$ cat src/rtl/param_loader_if.sv
// rtl/param_loader_if.sv - Load control, byte stream and BRAM write-port bundle for param_loader; checksum present under PARAM_LOADER_CHECKSUM_EN
interface param_loader_if #(
  parameter int DATA_SIZE = 16
);
  logic                 load_start;
  logic [15:0]          base_addr;
  logic [15:0]          word_count;
  logic [7:0]           rx_data;
  logic                 rx_valid;
  logic                 rx_ready;
  logic                 bram_ena;
  logic                 bram_wea;
  logic [15:0]          bram_addra;
  logic [DATA_SIZE-1:0] bram_dina;
  logic                 load_busy;
  logic                 load_done;
`ifdef PARAM_LOADER_CHECKSUM_EN
  logic [15:0]          checksum;

  modport master (
    output load_start, base_addr, word_count, rx_data, rx_valid,
    input  rx_ready, bram_ena, bram_wea, bram_addra, bram_dina,
    input  load_busy, load_done, checksum
  );

  modport slave (
    input  load_start, base_addr, word_count, rx_data, rx_valid,
    output rx_ready, bram_ena, bram_wea, bram_addra, bram_dina,
    output load_busy, load_done, checksum
  );
`else
  modport master (
    output load_start, base_addr, word_count, rx_data, rx_valid,
    input  rx_ready, bram_ena, bram_wea, bram_addra, bram_dina,
    input  load_busy, load_done
  );

  modport slave (
    input  load_start, base_addr, word_count, rx_data, rx_valid,
    output rx_ready, bram_ena, bram_wea, bram_addra, bram_dina,
    output load_busy, load_done
  );
`endif
endinterface

$ cat src/rtl/param_loader.sv
// rtl/param_loader.sv - Byte-stream to BRAM parameter loader; optional running word checksum under PARAM_LOADER_CHECKSUM_EN
module param_loader #(
  parameter int DATA_SIZE    = 16,
  parameter int WRITE_CYCLES = 4
) (
  input  logic          clk,
  input  logic          rst,
  param_loader_if.slave bus
);

  localparam int CW = (WRITE_CYCLES > 1) ? $clog2(WRITE_CYCLES) : 1;

  typedef enum logic [4:0] {
    S_IDLE    = 5'b00001,
    S_RECV_HI = 5'b00010,
    S_RECV_LO = 5'b00100,
    S_WRITE   = 5'b01000,
    S_DONE    = 5'b10000
  } state_t;

  state_t               state_q;
  logic [15:0]          base_q;
  logic [15:0]          count_q;
  logic [15:0]          index_q;
  logic [7:0]           hi_q;
  logic [CW-1:0]        wcnt_q;
  logic                 rx_ready_q;
  logic                 ena_q;
  logic                 busy_q;
  logic                 done_q;
  logic [15:0]          addra_q;
  logic [DATA_SIZE-1:0] dina_q;
`ifdef PARAM_LOADER_CHECKSUM_EN
  logic [15:0]          csum_q;
`endif

  logic accept;
  logic state_ok;

  assign accept   = bus.rx_valid & rx_ready_q;
  // Anything that is not exactly one of the five one-hot codes is treated as corrupt.
  assign state_ok = (state_q == S_IDLE) || (state_q == S_RECV_HI) || (state_q == S_RECV_LO) ||
                    (state_q == S_WRITE) || (state_q == S_DONE);

  // Sequencer: byte handshake, word assembly, timed BRAM write strobe and completion pulse.
  always_ff @(posedge clk) begin
    if (rst || !state_ok) begin
      state_q    <= S_IDLE;
      base_q     <= 16'd0;
      count_q    <= 16'd0;
      index_q    <= 16'd0;
      hi_q       <= 8'd0;
      wcnt_q     <= '0;
      rx_ready_q <= 1'b0;
      ena_q      <= 1'b0;
      busy_q     <= 1'b0;
      done_q     <= 1'b0;
      addra_q    <= 16'd0;
      dina_q     <= '0;
`ifdef PARAM_LOADER_CHECKSUM_EN
      csum_q     <= 16'd0;
`endif
    end else begin
      done_q <= 1'b0;
      case (state_q)
        S_IDLE: begin
          if (bus.load_start) begin
            base_q  <= bus.base_addr;
            count_q <= bus.word_count;
            index_q <= 16'd0;
`ifdef PARAM_LOADER_CHECKSUM_EN
            csum_q  <= 16'd0;
`endif
            if (bus.word_count == 16'd0) begin
              state_q <= S_DONE;
              done_q  <= 1'b1;
              busy_q  <= 1'b0;
            end else begin
              state_q    <= S_RECV_HI;
              rx_ready_q <= 1'b1;
              busy_q     <= 1'b1;
            end
          end
        end
        S_RECV_HI: begin
          if (accept) begin
            hi_q    <= bus.rx_data;
            state_q <= S_RECV_LO;
          end
        end
        S_RECV_LO: begin
          if (accept) begin
            dina_q     <= DATA_SIZE'({hi_q, bus.rx_data});
            addra_q    <= base_q + index_q;
            ena_q      <= 1'b1;
            wcnt_q     <= '0;
            rx_ready_q <= 1'b0;
            state_q    <= S_WRITE;
`ifdef PARAM_LOADER_CHECKSUM_EN
            csum_q     <= csum_q + {hi_q, bus.rx_data};
`endif
          end
        end
        S_WRITE: begin
          if (wcnt_q == CW'(WRITE_CYCLES - 1)) begin
            ena_q   <= 1'b0;
            index_q <= index_q + 16'd1;
            if (index_q + 16'd1 == count_q) begin
              state_q <= S_DONE;
              done_q  <= 1'b1;
              busy_q  <= 1'b0;
            end else begin
              state_q    <= S_RECV_HI;
              rx_ready_q <= 1'b1;
            end
          end else begin
            wcnt_q <= wcnt_q + CW'(1);
          end
        end
        S_DONE: begin
          state_q <= S_IDLE;
        end
        default: begin
          state_q <= S_IDLE;
        end
      endcase
    end
  end

  assign bus.rx_ready   = rx_ready_q;
  assign bus.bram_ena   = ena_q;
  assign bus.bram_wea   = ena_q;
  assign bus.bram_addra = addra_q;
  assign bus.bram_dina  = dina_q;
  assign bus.load_busy  = busy_q;
  assign bus.load_done  = done_q;
`ifdef PARAM_LOADER_CHECKSUM_EN
  assign bus.checksum   = csum_q;
`endif

endmodule

$ cat src/flat_wrapper.sv
// flat-port wrapper written by rule: the top's interface ports become plain ports
module param_loader_flat 
#(
  parameter int DATA_SIZE    = 16,
  parameter int WRITE_CYCLES = 4
)
  (clk, rst, bus_load_start, bus_base_addr, bus_word_count, bus_rx_data, bus_rx_valid, bus_rx_ready, bus_bram_ena, bus_bram_wea, bus_bram_addra, bus_bram_dina, bus_load_busy, bus_load_done);
  param_loader_if #(.DATA_SIZE(DATA_SIZE)) bus_i ();
  input  logic clk;
  input  logic rst;
  input wire logic [$bits(bus_i.load_start)-1:0] bus_load_start;
  input wire logic [$bits(bus_i.base_addr)-1:0] bus_base_addr;
  input wire logic [$bits(bus_i.word_count)-1:0] bus_word_count;
  input wire logic [$bits(bus_i.rx_data)-1:0] bus_rx_data;
  input wire logic [$bits(bus_i.rx_valid)-1:0] bus_rx_valid;
  output wire logic [$bits(bus_i.rx_ready)-1:0] bus_rx_ready;
  output wire logic [$bits(bus_i.bram_ena)-1:0] bus_bram_ena;
  output wire logic [$bits(bus_i.bram_wea)-1:0] bus_bram_wea;
  output wire logic [$bits(bus_i.bram_addra)-1:0] bus_bram_addra;
  output wire logic [$bits(bus_i.bram_dina)-1:0] bus_bram_dina;
  output wire logic [$bits(bus_i.load_busy)-1:0] bus_load_busy;
  output wire logic [$bits(bus_i.load_done)-1:0] bus_load_done;
  assign bus_i.load_start = bus_load_start;
  assign bus_i.base_addr = bus_base_addr;
  assign bus_i.word_count = bus_word_count;
  assign bus_i.rx_data = bus_rx_data;
  assign bus_i.rx_valid = bus_rx_valid;
  assign bus_rx_ready = bus_i.rx_ready;
  assign bus_bram_ena = bus_i.bram_ena;
  assign bus_bram_wea = bus_i.bram_wea;
  assign bus_bram_addra = bus_i.bram_addra;
  assign bus_bram_dina = bus_i.bram_dina;
  assign bus_load_busy = bus_i.load_busy;
  assign bus_load_done = bus_i.load_done;
  param_loader #(.DATA_SIZE(DATA_SIZE), .WRITE_CYCLES(WRITE_CYCLES)) u_core (.clk(clk), .rst(rst), .bus(bus_i));
endmodule
$ cat config.mk
export PLATFORM = sky130hd
export DESIGN_NAME = param_loader_flat
export DESIGN_NICKNAME = d
export VERILOG_FILES = /design/src/rtl/param_loader_if.sv /design/src/rtl/param_loader.sv /design/src/flat_wrapper.sv
export SDC_FILE = /design/constraint.sdc
export NUM_CORES = 1
export LEC_CHECK = 0
export CAP_MARGIN = 10
export CORE_MARGIN = 2
export CORE_UTILIZATION = 49
export DETAILED_ROUTE_END_ITERATION = 8
export GPL_TIMING_DRIVEN = 0
export PLACE_DENSITY = 0.77
export SYNTH_ARGS = -nofsm -noshare
export SYNTH_HDL_FRONTEND = slang
export SYNTH_SLANG_ARGS = --single-unit
$ cat constraint.sdc
create_clock -name clk -period 2.4 [get_ports clk]
set_input_delay 0.48 -clock clk [delete_from_list [all_inputs] [get_ports clk]]
set_output_delay 0.48 -clock clk [all_outputs]
set_load 0.05 [all_outputs]
==> metrics.yaml, run 1 <==
synthesis:
  ys_async_sr_fraction_pct: 0
  yosys_warnings: 0
  ys_ff_latch: 99
  avgSynthCellArea_um2: 7.926
  synth.top_cell.area_share_pct: 39.50
  ys_seq_area_share_pct: 39.50
  synthTopCellsByCount: "123 x nand2_1, 99 x dfxtp_1, 96 x a21oi_1"
  synthTopCellsByArea: "dfxtp_1 40%, a21oi_1 9.6%, nand2_1 9.2%"
  syn-instance-count: 633
  yosys.area.top_type: "dfxtp_1"
  yosysMostFrequentCell: "nand2_1"
  synth_edf_count: 0
  synth_nets: 695
  synth_area_um2: 5017
  synth_ff_type: "dfxtp_1"
  ys_types: 64
placed_design:
  post-place-ws_ns: -0.3360
  dpl.hpwl_um: 10120
  portBuffers: 80
  place.gp.congestion: 0.9454
clock_network:
  path_clk_slew_ns: 0.10
  clk_latency_ns: 0.39
  cts_buffers: 9
  cts.sinks: 99
  clockRootBuffer: "clkbuf_8"
  cts_max_level: 3
  cts_tree: "built"
  clockBufferDepth: 2
route:
  wl_met3_um: 781
  route.detailed.drc: 0
  initialDrtViolationCount: 260
  viasPerCell: 5.616
  wl_per_cell_um: 15.64
  wl_met1_um: 6134
  top_layer: "met4"
  vias: 4858
  firstDrtPassIters: 5
  ant_nets: 0
  wirelength_um: 13530
  wl_met2_um: 6350
critical_path:
  startpoint: "u_core.index_q[0]"
  path_class: "reg -> reg"
  crit_fanout: 3
  reg2regPathDepth: 11
  ff2ff_setup_slack_ns: 0.04
  arrival_ns: 2.69
  worstPathRequired_ns: 2.73
  endpoint_kind: "register"
  endpoint: "u_core.bus.bram_addra[10]"
  r2r_end: "u_core.bus.bram_addra[10]"
  timing.rr.start: "u_core.index_q[0]"
  cp-start-kind: "register"
sta:
  tns_ns: 0
  worst_hold_slack_ns: 0.4581
  drv_slew: 0
  hold_viol_final: 0
  slew_headroom_pct: 44.97
  worst_slack_ns: 0.04193
  setup_violations: 0
  min_period_ns: 2.358
  max_freq_mhz: 424.1
  clock_skew_ns: 0.01508
  period_share_pct: 98.25
  worst_slew_pin_slew_ns: 0.8223
  rsz0062_at_grt: "yes"
die:
  fp.dieArea_um2: 11060
  rows: 36
  die_y_um: 105.2
  core_area_um2: 9864
  chipWidth_um: 105.2
  start_util_pct: 50.86
  io_pins: 81
grt:
  grt_max_degree: 19
  antenna_found_initial: 0
  grt_pass1_vias: 4551
  overflow: 0
  grt_pass1_wl_um: 21830
  grt_usage_pct: 24.65
cells_and_area:
  nNetsFinal: 789
  syn_to_final_growth_pct: 26.73
  drive_above_1_share_pct: 10.11
  diodes: 0
power_and_ir_drop:
  vdd_ir_drop_max_uv: 258.6
  power_density_nw_per_um2: 521.7
  p_leak_nw: 2.235
status:
  status: "finished, final reports clean"
min_path:
  hp-class: "reg -> reg"
run:
  cap_violations: 0
==> per-stage QoR <==
step                area [um^2]  cells  total power, mW  utilization (%)
floorplan                  5017    633            2.090                -
global placement           5984    846            2.288            60.67
detailed placement         5984    846            2.304            60.67
CTS                        6225    864            3.312            63.10
global route               6359    865            3.464            64.46
finish                     6359    865            3.317            64.46
==> cells in the final DEF, fill, tap and decap left out, types with 4 or more instances in the layout <==
cell,count
a211oi_1,9
a21o_1,4
a21oi_1,94
and3_1,6
buf_2,4
buf_4,8
clkbuf_1,21
clkbuf_8,9
clkdlybuf4s50_1,80
dfxtp_1,93
dfxtp_2,4
ha_1,15
inv_1,13
mux2i_1,8
nand2_1,123
nand3_1,12
nand4_1,4
nand4b_1,6
nor2_1,55
nor2b_1,4
nor3_1,14
nor4_1,8
o21ai_0,21
o22ai_1,4
xnor2_1,19
xor2_1,10
==> power breakdown <==
group / total, mW / switching [mW] / internal [mW]
Combinational: 0.539 / 0.336 / 0.204
Sequential: 1.74 / 0.0476 / 1.69
Clock: 1.04 / 0.645 / 0.393
==> final cells by class <==
cell class,count,area (um^2)
Sequential cell,99,1994
Inverter,13,48.80
Buffer,33,158.9
Clock buffer,9,123.9
Clock inverter,7,60.06
Tap cell,133,166.4
Multi-Input combinational cell,487,2975
Timing Repair Buffer,84,830.8
Fill cell,839,3506
==> layer usage <==
| metal | track usage [%] | vias up |
|---|---|---|
| met2 | 41.24 | 158 |
| li1 | - | 2404 |
| met1 | 30.91 | 2274 |
| met5 | 0 | - |
| met4 | 11.52 | 0 |
| met3 | 3.930 | 22 |
==> worst min path at each step <==
stage	endpoint	from	depth (start not counted)	slack, ns
2_1_floorplan	u_core.bus.bram_dina[10]	u_core.hi_q[2]	2	0.43
3_3_place_gp	u_core.bus.bram_addra[12]	u_core.bus.bram_addra[12]	2	0.44
6_report	u_core.bus.bram_addra[9]	u_core.bus.bram_addra[9]	2	0.46
3_5_place_dp	u_core.bus.bram_addra[9]	u_core.bus.bram_addra[9]	2	0.44
5_1_grt	u_core.bus.bram_dina[9]	u_core.hi_q[1]	2	0.48
4_1_cts	u_core.bus.bram_addra[9]	u_core.bus.bram_addra[9]	2	0.46
==> kinds of logic (layout without fill, tap and decap cells) <==
logic type / Yosys count / count (layout) / share of synthesized area (%)
buffers and inverters: 47 / 146 / 4.190
muxes: 9 / 9 / 1.820
xor gates and xnor gates: 29 / 29 / 5.062
and+or+nand+nor: 271 / 271 / 26.38
adders and majority gates: 18 / 18 / 4.638
DFF: 99 / 99 / 39.50
AOI/OAI and AO/OA: 160 / 160 / 18.40
==> flip-flops by register name, indices dropped and copies added (netlist names) <==
register               cells
u_core.state_q             5
u_core.bus.bram_addra     16
u_core.bus.rx_ready        1
u_core.hi_q                8
u_core.bus.load_done       1
u_core.index_q            16
u_core.count_q            16
u_core.base_q             16
u_core.bus.bram_dina      16
u_core.bus.load_busy       1
u_core.bus.bram_ena        1
u_core.wcnt_q              2
==> worst max-delay path: stages, from the launching register on <==
cell      delay (ns)
dfxtp_4         0.41
ha_4            0.15
inv_1           0.06
fa_2            0.38
nor2b_4         0.19
o31ai_4         0.09
a211oi_2        0.31
buf_4           0.18
a41oi_2         0.14
xnor2_1         0.20
nand2_1         0.07
a21oi_1         0.13
==> timing repair <==
| action | CTS | global route |
|---|---|---|
| hold buffers | 0 | 0 |
| gates resized for setup | 12 | 25 |
| gates cloned | 0 | 0 |
| pin swaps | 1 | 9 |
| setup buffers | 2 | 2 |
| setup endpoints to repair | 10 | 26 |
Power figures use the tool's default switching activity.
==> run 2, diff against run 1 <==
Settings changed: MAX_ROUTING_LAYER set to met4.
==> metrics.yaml, run 2 (synthesized netlist as in run 1, its figures left out) <==
status:
  status: "finished, final reports clean"
sta:
  tns_ns: 0  # unchanged
  period_share_pct: 98.49  # +0.23 points
  max_freq_mhz: 423.1  # -0.24%
  min_period_ns: 2.364  # +0.005628 ns
  worst_slew_pin_slew_ns: 0.8777  # +0.05535 ns
  slew_headroom_pct: 41.27  # -3.7 points
  hold_viol_final: 0  # unchanged
  clock_skew_ns: 0.01241  # -0.002671 ns
  rsz0062_at_grt: "yes"
  drv_slew: 0  # unchanged
  setup_violations: 0  # unchanged
power_and_ir_drop:
  clkPwrFrac_pct: 33.3  # +2.0 points
  power_frac_seq_pct: 50.7  # -1.8 points
  combPwrFrac_pct: 16.0  # -0.3 points
  p_int_mw: 2.422  # +5.8%
  finalPower_mw: 3.432  # +3.5%
  swShare_pct: 29.42  # -1.6 points
  vdd_ir_drop_max_uv: 260.3  # +0.65%
  switchingPower_mw: 1.010  # -1.8%
  power_density_nw_per_um2: 536.2  # +2.8%
  p_leak_nw: 2.262  # +1.2%
route:
  viasPerCell: 5.679  # +1.1%
  initialDrtViolationCount: 355  # +37%
  wirelength_um: 13670  # +1.0%
  ant_nets: 0  # unchanged
  wl_per_cell_um: 15.77  # +0.82%
  route.detailed.drc: 0  # unchanged
  vias: 4924  # +1.4%
  firstDrtPassIters: 5  # unchanged
critical_path:
  path_class: "reg -> reg"
  endpoint_kind: "register"
  worstPathRequired_ns: 2.64  # -0.09 ns
  cp-start-kind: "register"
  timing.rr.start: "u_core.index_q[0]"
  crit_family: "simple AND/OR/NAND/NOR gates"
  path_cells: "buf_12 > ha_4 > and3_1 > buf_2 > a21oi_1 > nand4b_1 > nor4_2 > and4_1 > a311o_1 > o22ai_1"
  crit_fanout: 7  # +4
  ff2ff_setup_slack_ns: 0.04  # about the same
  critPathMaxStageDelay_ns: 0.39  # -0.02 ns
  startpoint: "u_core.index_q[0]"
  critPathSlowestCell: "dfxtp_4"
  arrival_ns: 2.61  # -0.08 ns
  path_buf_inv: 2  # unchanged
die:
  rows: 36  # unchanged
  io_pins: 81  # unchanged
  start_util_pct: 50.86  # unchanged
  core_area_um2: 9864  # unchanged
  chipWidth_um: 105.2  # unchanged
  die_y_um: 105.2  # unchanged
  fp.dieArea_um2: 11060  # unchanged
grt:
  grt_pass1_vias: 4515  # -0.79%
  grt_usage_pct: 25.23  # +0.58 points
  grt_max_degree: 18  # -1
  overflow: 0  # unchanged
  antenna_found_initial: 0  # unchanged
  grt_pass1_wl_um: 21770  # -0.28%
clock_network:
  cts_buffers: 9  # unchanged
  clockRootBuffer: "clkbuf_8"
  cts_hold_buffers: 0  # unchanged
  path_clk_slew_ns: 0.10  # about the same
  cts_tree: "built"
  cts_max_level: 3  # unchanged
  clk_latency_ns: 0.38  # about the same
  clockBufferDepth: 2  # unchanged
  cts.sinks: 99  # unchanged
cells_and_area:
  drive_above_1_share_pct: 10.35  # +0.24 points
  diodes: 0  # unchanged
  syn_to_final_growth_pct: 27.56
  layout_commonest_cell: "nand2_1"
  fin_util_pct: 64.88  # +0.42 points
  finalNonFillerCells: 867  # +0.23%
  nNetsFinal: 791  # +0.25%
  layout_common_cells: "123 x nand2_1, 95 x a21oi_1, 93 x dfxtp_1, 80 x clkdlybuf4s50_1, 56 x nor2_1"
run:
  cap_violations: 0  # unchanged
placed_design:
  dpl.cell_count: 846  # unchanged
  place.gp.congestion: 0.9665  # +2.2%
  dpl.hpwl_um: 10110  # about the same
  portBuffers: 80  # unchanged
min_path:
  hp-class: "reg -> reg"
  min_from: "u_core.bus.bram_dina[0]"
-- run 2: changes by cell type in the layout (fill, tap and decap cells not counted), moves of 2 or more --
cell        before  now
ha_2             0    2
clkinvlp_4       2    0
buf_2            4    6
ha_1            15   13
inv_8            2    0
inv_6            0    3
-- run 2: worst min-delay path: stages, from the launching register on --
cell	delay, ns
dfxtp_1	0.32
nand2_1	0.05
a21oi_1	0.05
-- run 2: timing repair --
item                       4_1_cts  5_1_grt
buffers inserted                 3        2
gates cloned                     0        0
gates resized for setup         12       25
pin swaps                        1        9
setup endpoints to repair       10       20
-- run 2: power groups by stage --
stage               registers (mW)  clock network, mW  logic (mW)
detailed placement            1.78                  0       0.526
floorplan                     1.78                  0       0.311
global route                  1.75               1.23       0.598
finish                        1.74               1.14       0.547
global placement              1.78                  0       0.512
CTS                           1.74               1.15       0.531
-- run 2: metrics by stage --
step	setup WS, ns	instance area, um^2	hold WS (ns)
2_1_floorplan	0.1245	5017	0.4313
3_3_place_gp	-0.2884	5984	0.4386
3_5_place_dp	-0.3781	5984	0.4459
4_1_cts	0.001763	6260	0.4576
5_1_grt	-0.06927	6400	0.4819
6_report	0.03630	6400	0.4556
-- run 2: final cells by class --
type,instances,area [um^2]
sequential,99,1994
inverter,13,48.80
timing repair buffer,85,850.8
fill,843,3465
clock inverter,6,70.07
tap,133,166.4
buffer,34,162.7
clock buffer,10,137.6
multi-input combinational,487,2969
-- run 2: final timing paths --
kind / end / depth (start not counted)
hold / removal: u_core.bus.bram_dina[0] / 2
setup / recovery: u_core.state_q[1] / 10
setup reg to reg: u_core.state_q[1] / 10
hold reg to reg: u_core.bus.bram_dina[0] / 2
-- run 2: layer usage --
metal | track usage (%) | up-vias | share of wire [%]
met5 | - | - | 0
met4 | 9.905 | 0 | 1.5
met3 | 2.807 | 15 | 4.9
met2 | 41.20 | 177 | 49
met1 | 31.98 | 2326 | 45
li1 | - | 2406 | -
==> run 3, diff against run 2 <==
Settings changed: ABC_AREA set to 1, CORE_ASPECT_RATIO set to 1.25, REMOVE_ABC_BUFFERS set to 1.
==> metrics.yaml, run 3 <==
status:
  status: "finished, final reports clean"
synthesis:
  ys_seq_area_share_pct: 37.83  # -1.7 points
  synth_ff_type: "dfxtp_1"
  synthTopCellsByCount: "246 x nand2_1, 99 x a21oi_1, 99 x dfxtp_1"
  yosys_warnings: 0  # unchanged
  synthTopCellsByArea: "dfxtp_1 38%, nand2_1 18%, a21oi_1 9.5%"
  avgSynthCellArea_um2: 6.976  # -12%
  synth_area_um2: 5239  # +4.4%
  ys_types: 48  # -25%
  syn-instance-count: 751  # +19%
  yosysMostFrequentCell: "nand2_1"
  ys_async_sr_fraction_pct: 0  # unchanged
  synth_edf_count: 0  # unchanged
  synth.top_cell.area_share_pct: 37.83  # -1.7 points
  yosys.area.top_type: "dfxtp_1"
  ys_ff_latch: 99  # unchanged
grt:
  top_usage_layer: "met2"
  grt_max_degree: 88  # +70
  met1_usage_pct: 29.44  # -2.5 points
  grt_pass1_vias: 4916  # +8.9%
  overflow: 0  # unchanged
  grt_usage_pct: 24.82  # -0.41 points
  grt_pass1_wl_um: 22270  # +2.3%
  grt_util_met2_pct: 42.27  # +1.1 points
  met3_usage_pct: 3.453  # +0.65 points
  antenna_found_initial: 0  # unchanged
power_and_ir_drop:
  combPwrFrac_pct: 31.0  # +15 points
  swShare_pct: 38.57  # +9.2 points
  p_int_mw: 3.004  # +24%
  power_frac_seq_pct: 39.4  # -11 points
  clkPwrFrac_pct: 29.6  # -3.7 points
  p_leak_nw: 2.589  # +14%
  switchingPower_mw: 1.887  # +87%
  vdd_ir_drop_max_uv: 515.3  # +98%
  power_density_nw_per_um2: 753.6  # +41%
critical_path:
  endpoint_kind: "register"
  crit_fanout: 8  # +1
  startpoint: "u_core.index_q[0]"
  reg2regPathDepth: 14  # +4
  ff2ff_setup_slack_ns: 0.16  # +0.13 ns
  worstPathRequired_ns: 2.65  # about the same
  cp-start-kind: "register"
  arrival_ns: 2.49  # -0.12 ns
  path_class: "reg -> reg"
  r2r_end: "u_core.bus.bram_addra[12]"
  timing.rr.start: "u_core.index_q[0]"
sta:
  max_freq_mhz: 447.0  # +5.7%
  worst_hold_slack_ns: 0.4633  # +0.007663 ns
  period_share_pct: 93.21  # -5.3 points
  setup_violations: 0  # unchanged
  worst_slew_pin_slew_ns: 0.5751  # -0.3026 ns
  slew_headroom_pct: 61.66  # +20 points
  min_period_ns: 2.237  # -0.1268 ns
  hold_viol_final: 0  # unchanged
  clock_skew_ns: 0.008702  # -0.003704 ns
  drv_slew: 0  # unchanged
cells_and_area:
  layout_common_cells: "246 x nand2_1, 99 x a21oi_1, 97 x dfxtp_1, 80 x clkdlybuf4s50_1, 64 x inv_1"
  syn_to_final_growth_pct: 23.88
  layout_commonest_cell: "nand2_1"
  regArea_um2: 1987  # -0.38%
  fill_cells: 978  # +16%
  finalNonFillerCells: 961  # +11%
  multi_input_area_um2: 2899  # -2.4%
  nNetsFinal: 886  # +12%
  drive_above_1_share_pct: 8.323  # -2.0 points
  diodes: 0  # unchanged
clock_network:
  cts_max_level: 3  # unchanged
  clockBufferDepth: 2  # unchanged
  clk_latency_ns: 0.35  # -0.03 ns
  path_clk_slew_ns: 0.08  # -0.02 ns
  cts_tree: "built"
  cts.sinks: 99  # unchanged
  cts_hold_buffers: 0  # unchanged
  clockRootBuffer: "clkbuf_16"
  cts_buffers: 9  # unchanged
placed_design:
  place.gp.congestion: 0.9070  # -6.2%
  dpl.hpwl_um: 9592  # -5.2%
  portBuffers: 80  # unchanged
  dpl.cell_count: 939  # +11%
route:
  firstDrtPassIters: 5  # unchanged
  route.detailed.drc: 0  # unchanged
  ant_nets: 0  # unchanged
  vias: 5175  # +5.1%
  wirelength_um: 13970  # +2.2%
  wl_per_cell_um: 14.54  # -7.8%
  viasPerCell: 5.385  # -5.2%
  initialDrtViolationCount: 258  # -27%
die:
  rows: 42  # +17%
  io_pins: 81  # unchanged
  core_area_um2: 10510  # +6.5%
  die_y_um: 119.6  # +14%
  chipWidth_um: 96.48  # -8.3%
  start_util_pct: 49.85  # -1.0 points
  fp.dieArea_um2: 11540  # +4.3%
run:
  cap_violations: 0  # unchanged
min_path:
  hp-class: "reg -> reg"
  holdPathStages: 2  # unchanged
  worstHoldEndpoint: "u_core.hi_q[1]"
  min_from: "u_core.hi_q[1]"
## run 3: cell types whose count changed in the layout (fill, tap and decap cells not counted), sizes merged, moves of 11 or more
cell / previous run / this run
nand3: 16 / 52
inv: 16 / 74
buf: 18 / 5
nand2: 123 / 257
clkbuf: 31 / 9
nor3: 17 / 4
xnor2: 19 / 7
nor2: 56 / 45
## run 3: layout make-up
class                           instances  area share, %
Multi-Input combinational cell        555          44.67
Clock buffer                            9          3.470
Sequential cell                        99          30.62
Timing Repair inverter                  1         0.1157
Timing Repair Buffer                   85          13.23
Clock inverter                          7          1.080
Tap cell                              132          2.545
Inverter                               73          4.280
## run 3: timing repair
action | CTS | global route
pin swaps | 2 | 3
resized for setup | 5 | 8
cloned | 0 | 3
buffers inserted | 1 | 2
setup endpoints to repair | 94 | 57
## run 3: through the flow
step                area, um^2  setup slack (ns)  power [mW]  utilization (%)    TNS (ns)
floorplan                 5084           -0.3365       2.891                -      -11.56
global placement          6050            -1.840       3.286            57.56      -92.68
detailed placement        6092           -0.4637       3.331            57.96      -17.21
CTS                       6415           0.03022       4.797            61.04           0
global route              6490        -0.0003726       5.150            61.75  -0.0003726
finish                    6490            0.1631       4.891            61.75           0
## run 3: power groups by stage
stage               clock network [mW]  logic (mW)  registers [mW]
floorplan                            0       0.925            1.97
global placement                     0        1.32            1.96
finish                            1.45        1.52            1.93
global route                      1.53        1.68            1.94
detailed placement                   0        1.37            1.96
CTS                               1.47        1.40            1.93
## run 3: per-layer routing
layer | up-vias | part of all wire (%)
met4 | 0 | 2.6
met5 | - | 0
met3 | 25 | 4.2
met1 | 2426 | 42
met2 | 120 | 51
li1 | 2604 | -
## run 3: critical path: stages, from the launching register on
cell      delay (ns)
dfxtp_4         0.41
ha_1            0.18
inv_1           0.06
fa_1            0.35
inv_1           0.08
nand2_1         0.07
nand2_1         0.07
a21oi_1         0.09
o21ai_2         0.25
a21o_1          0.19
nand3_1         0.09
nand3_1         0.08
nand3_1         0.07
o211ai_1        0.08
inv_1           0.05
## run 3: how the worst max path moves through the flow
stage                                      to  slack [ns]  cells after the start
CTS                 u_core.bus.bram_addra[12]        0.03                     14
global route                   u_core.hi_q[0]     -0.0004                     11
detailed placement   u_core.bus.bram_addra[6]       -0.46                      9
global placement           u_core.count_q[15]       -1.84                      6
floorplan                    u_core.base_q[0]       -0.34                      6
finish              u_core.bus.bram_addra[12]        0.16                     14
## run 3: cell families after synthesis
family          share of synthesized area, %
simple gates                           33.13
compound gates                         14.40
buf+inv                                8.192
flops                                  37.83
fa+ha+maj                              4.442
xor+xnor                               2.006
==> edit (flow settings as in run 3) <==
`DATA_SIZE` is set to 16 in 3 places; all go to 32.
--- a/src/rtl/param_loader_if.sv
+++ b/src/rtl/param_loader_if.sv
@@ -1,5 +1,5 @@
 // rtl/param_loader_if.sv - Load control, byte stream and BRAM write-port bundle for param_loader; checksum present under PARAM_LOADER_CHECKSUM_EN
 interface param_loader_if #(
-  parameter int DATA_SIZE = 16
+  parameter int DATA_SIZE = 32
 );
   logic                 load_start;
--- a/src/rtl/param_loader.sv
+++ b/src/rtl/param_loader.sv
@@ -1,5 +1,5 @@
 // rtl/param_loader.sv - Byte-stream to BRAM parameter loader; optional running word checksum under PARAM_LOADER_CHECKSUM_EN
 module param_loader #(
-  parameter int DATA_SIZE    = 16,
+  parameter int DATA_SIZE    = 32,
   parameter int WRITE_CYCLES = 4
 ) (
--- a/src/flat_wrapper.sv
+++ b/src/flat_wrapper.sv
@@ -2,5 +2,5 @@
 module param_loader_flat 
 #(
-  parameter int DATA_SIZE    = 16,
+  parameter int DATA_SIZE    = 32,
   parameter int WRITE_CYCLES = 4
 )
Ports: changed (resized bus_bram_dina); port bits go from 81 to 97. The function was not compared with the original's and may differ.
==> edit against run 3 <==
  * Final area up 2.7%
  * Sequential cell count unchanged
  * Core utilization decreased by 1.0 points
  * Power increased by 3.3%
  * Routed wire length decreased by 2.2%
  * Combinational power is 12% higher
  * Area after synthesis increased by 3.7%
  * Maximum frequency is 1.1% lower
  * Global-route usage fell by 1.9 points
  * Worst setup slack got worse by 0.026 ns
==> edit: results (changes against run 3) <==
| Metric | Value |
|---|---|
| Post-synth cell types | 44 (-8.3%) |
| Rel. slew slack | 34.09% (-28 points) |
| Outcome | finished clean |
| Root Buffer | clkbuf_16 |
| Main synth FF type | dfxtp_1 |
| R2r worst-path depth | 12 (-2) |
| First drt pass iteration count | 5 (unchanged) |
| Clock buffer depth | 2 (unchanged) |
| Port-buffer cells | 80 (unchanged) |
| Hold Path Class | reg -> reg |
| WL per Instance | 13.71 microns (-5.7%) |
| Worst Hold Endpoint | u_core.wcnt_q[1] |
| RR Endpoint | u_core.bus.load_done |
| First-pass GRT wire length | 21670 microns (-2.7%) |
| NetSw | 1.981 mW (+5.0%) |
| Largest net degree at the start of global routing | 62 (-30%) |
| Syn. warnings | 0 (unchanged) |
| Hold depth | 2 (unchanged) |
| Max VDD drop | 0.0005954 V (+16%) |
| Initial drt markers | 276 (+7.0%) |
| Worst-path maximum fanout | 9 (+1) |
| Vias per cell | 5.186 (-3.7%) |
| Worst path top cell family by delay | simple AND/OR/NAND/NOR gates |
| R2R Path Start | u_core.index_q[2] |
| R2R Setup Slk | 0.14 ns (-0.03 ns) |
| Nets | 919 (+3.7%) |
| Worst-Skew Late Latency | roughly 0.36 ns |
| Worst path slowest cell | dfxtp_1 |
| Critical Path Max Stage Delay | 0.49 ns (+0.08 ns) |
| H-tree depth | 3 (unchanged) |
| Layout cells sized above 1 | 9.513% (+1.2 points) |
| Leakage | 2.702 nW (+4.3%) |
| Flop+latch power | between 1.5 and 2 mW |
| Antenna cell count | 0 (unchanged) |
| Synth async-reset ratio | 0% (unchanged) |
| Critical path class | reg -> reg |
| Worst Min Path Start | u_core.wcnt_q[1] |
| Synth area leaders | dfxtp_1, nand2_1, a21oi_1 |
| Combinational share of power | 33.7% (+2.7 points) |
| Worst clock skew | 0.006798 ns (-0.001904 ns) |
| Clock-pin slew on the worst setup and hold paths | 0.08 ns (about the same) |
| Initial antenna violation count | 0 (unchanged) |
| Sequential cell area fraction in the yosys report | 36.47% (-1.4 points) |
| Most frequent cells after synthesis | nand2_1, dfxtp_1, inv_1 |
| Critical path data arrival time | 2.54 ns (+0.05 ns) |
| GR Util All Layers | 22.89% (-1.9 points) |
| Pint | 3.071 mW (+2.2%) |
| Post-DP HPWL | 9497 microns (-0.99%) |
| Routability cong. | 0.8743 (-3.6%) |
| Vias in the first global route | 4716 (-4.1%) |
| CTS Buf Count | 9 (unchanged) |
## edit: area by class of cell
| class | count | area (sq um) |
|---|---|---|
| fill | 1010 | 4309 |
| multi-input combinational | 582 | 3018 |
| sequential | 99 | 1986 |
| timing repair buffer | 89 | 913.4 |
| inverter | 76 | 290.3 |
| clock buffer | 9 | 225.2 |
| tap | 135 | 168.9 |
| clock inverter | 7 | 65.06 |
## edit: kinds of logic (layout without fill, tap and decap cells)
| logic type | count (synthesis) | count (layout) | synth area share (%) |
|---|---|---|---|
| adders and majority gates | 18 | 18 | 4.283 |
| buffers and inverters | 119 | 181 | 10.27 |
| other | 1 | 16 | 0.06901 |
| AOI/OAI and AO/OA | 132 | 132 | 15.43 |
| and+or+nand+nor | 403 | 404 | 31.27 |
| DFF | 99 | 99 | 36.47 |
| xor gates and xnor gates | 12 | 12 | 2.210 |
## edit: per-layer routing
| layer | part of all wire, % | global-route usage, % |
|---|---|---|
| met4 | 2.7 | 9.161 |
| met1 | 43 | 27.00 |
| met2 | 48 | 37.84 |
| met5 | 0 | - |
| met3 | 5.8 | 5.508 |
## edit: through the flow
stage	instance area [sq um]	cells	utilization, %	setup slack (ns)	hold WS (ns)
after floorplan	5218	756	-	-0.3166	0.4410
after global placement	6187	971	56.37	-1.989	0.4489
after detailed placement	6237	973	56.83	-1.443	0.4547
after CTS	6559	991	59.76	0.008491	0.4643
after global routing	6666	997	60.74	-0.02458	0.4820
final	6666	997	60.74	0.1376	0.4626
## edit: what timing repair did
| action | in CTS | in global routing |
|---|---|---|
| pin swaps | 2 | 3 |
| resized for setup | 7 | 10 |
| hold buffers | 0 | 0 |
| buffers inserted | 1 | 4 |
| setup endpoints to repair | 67 | 16 |
| cloned | 1 | 1 |
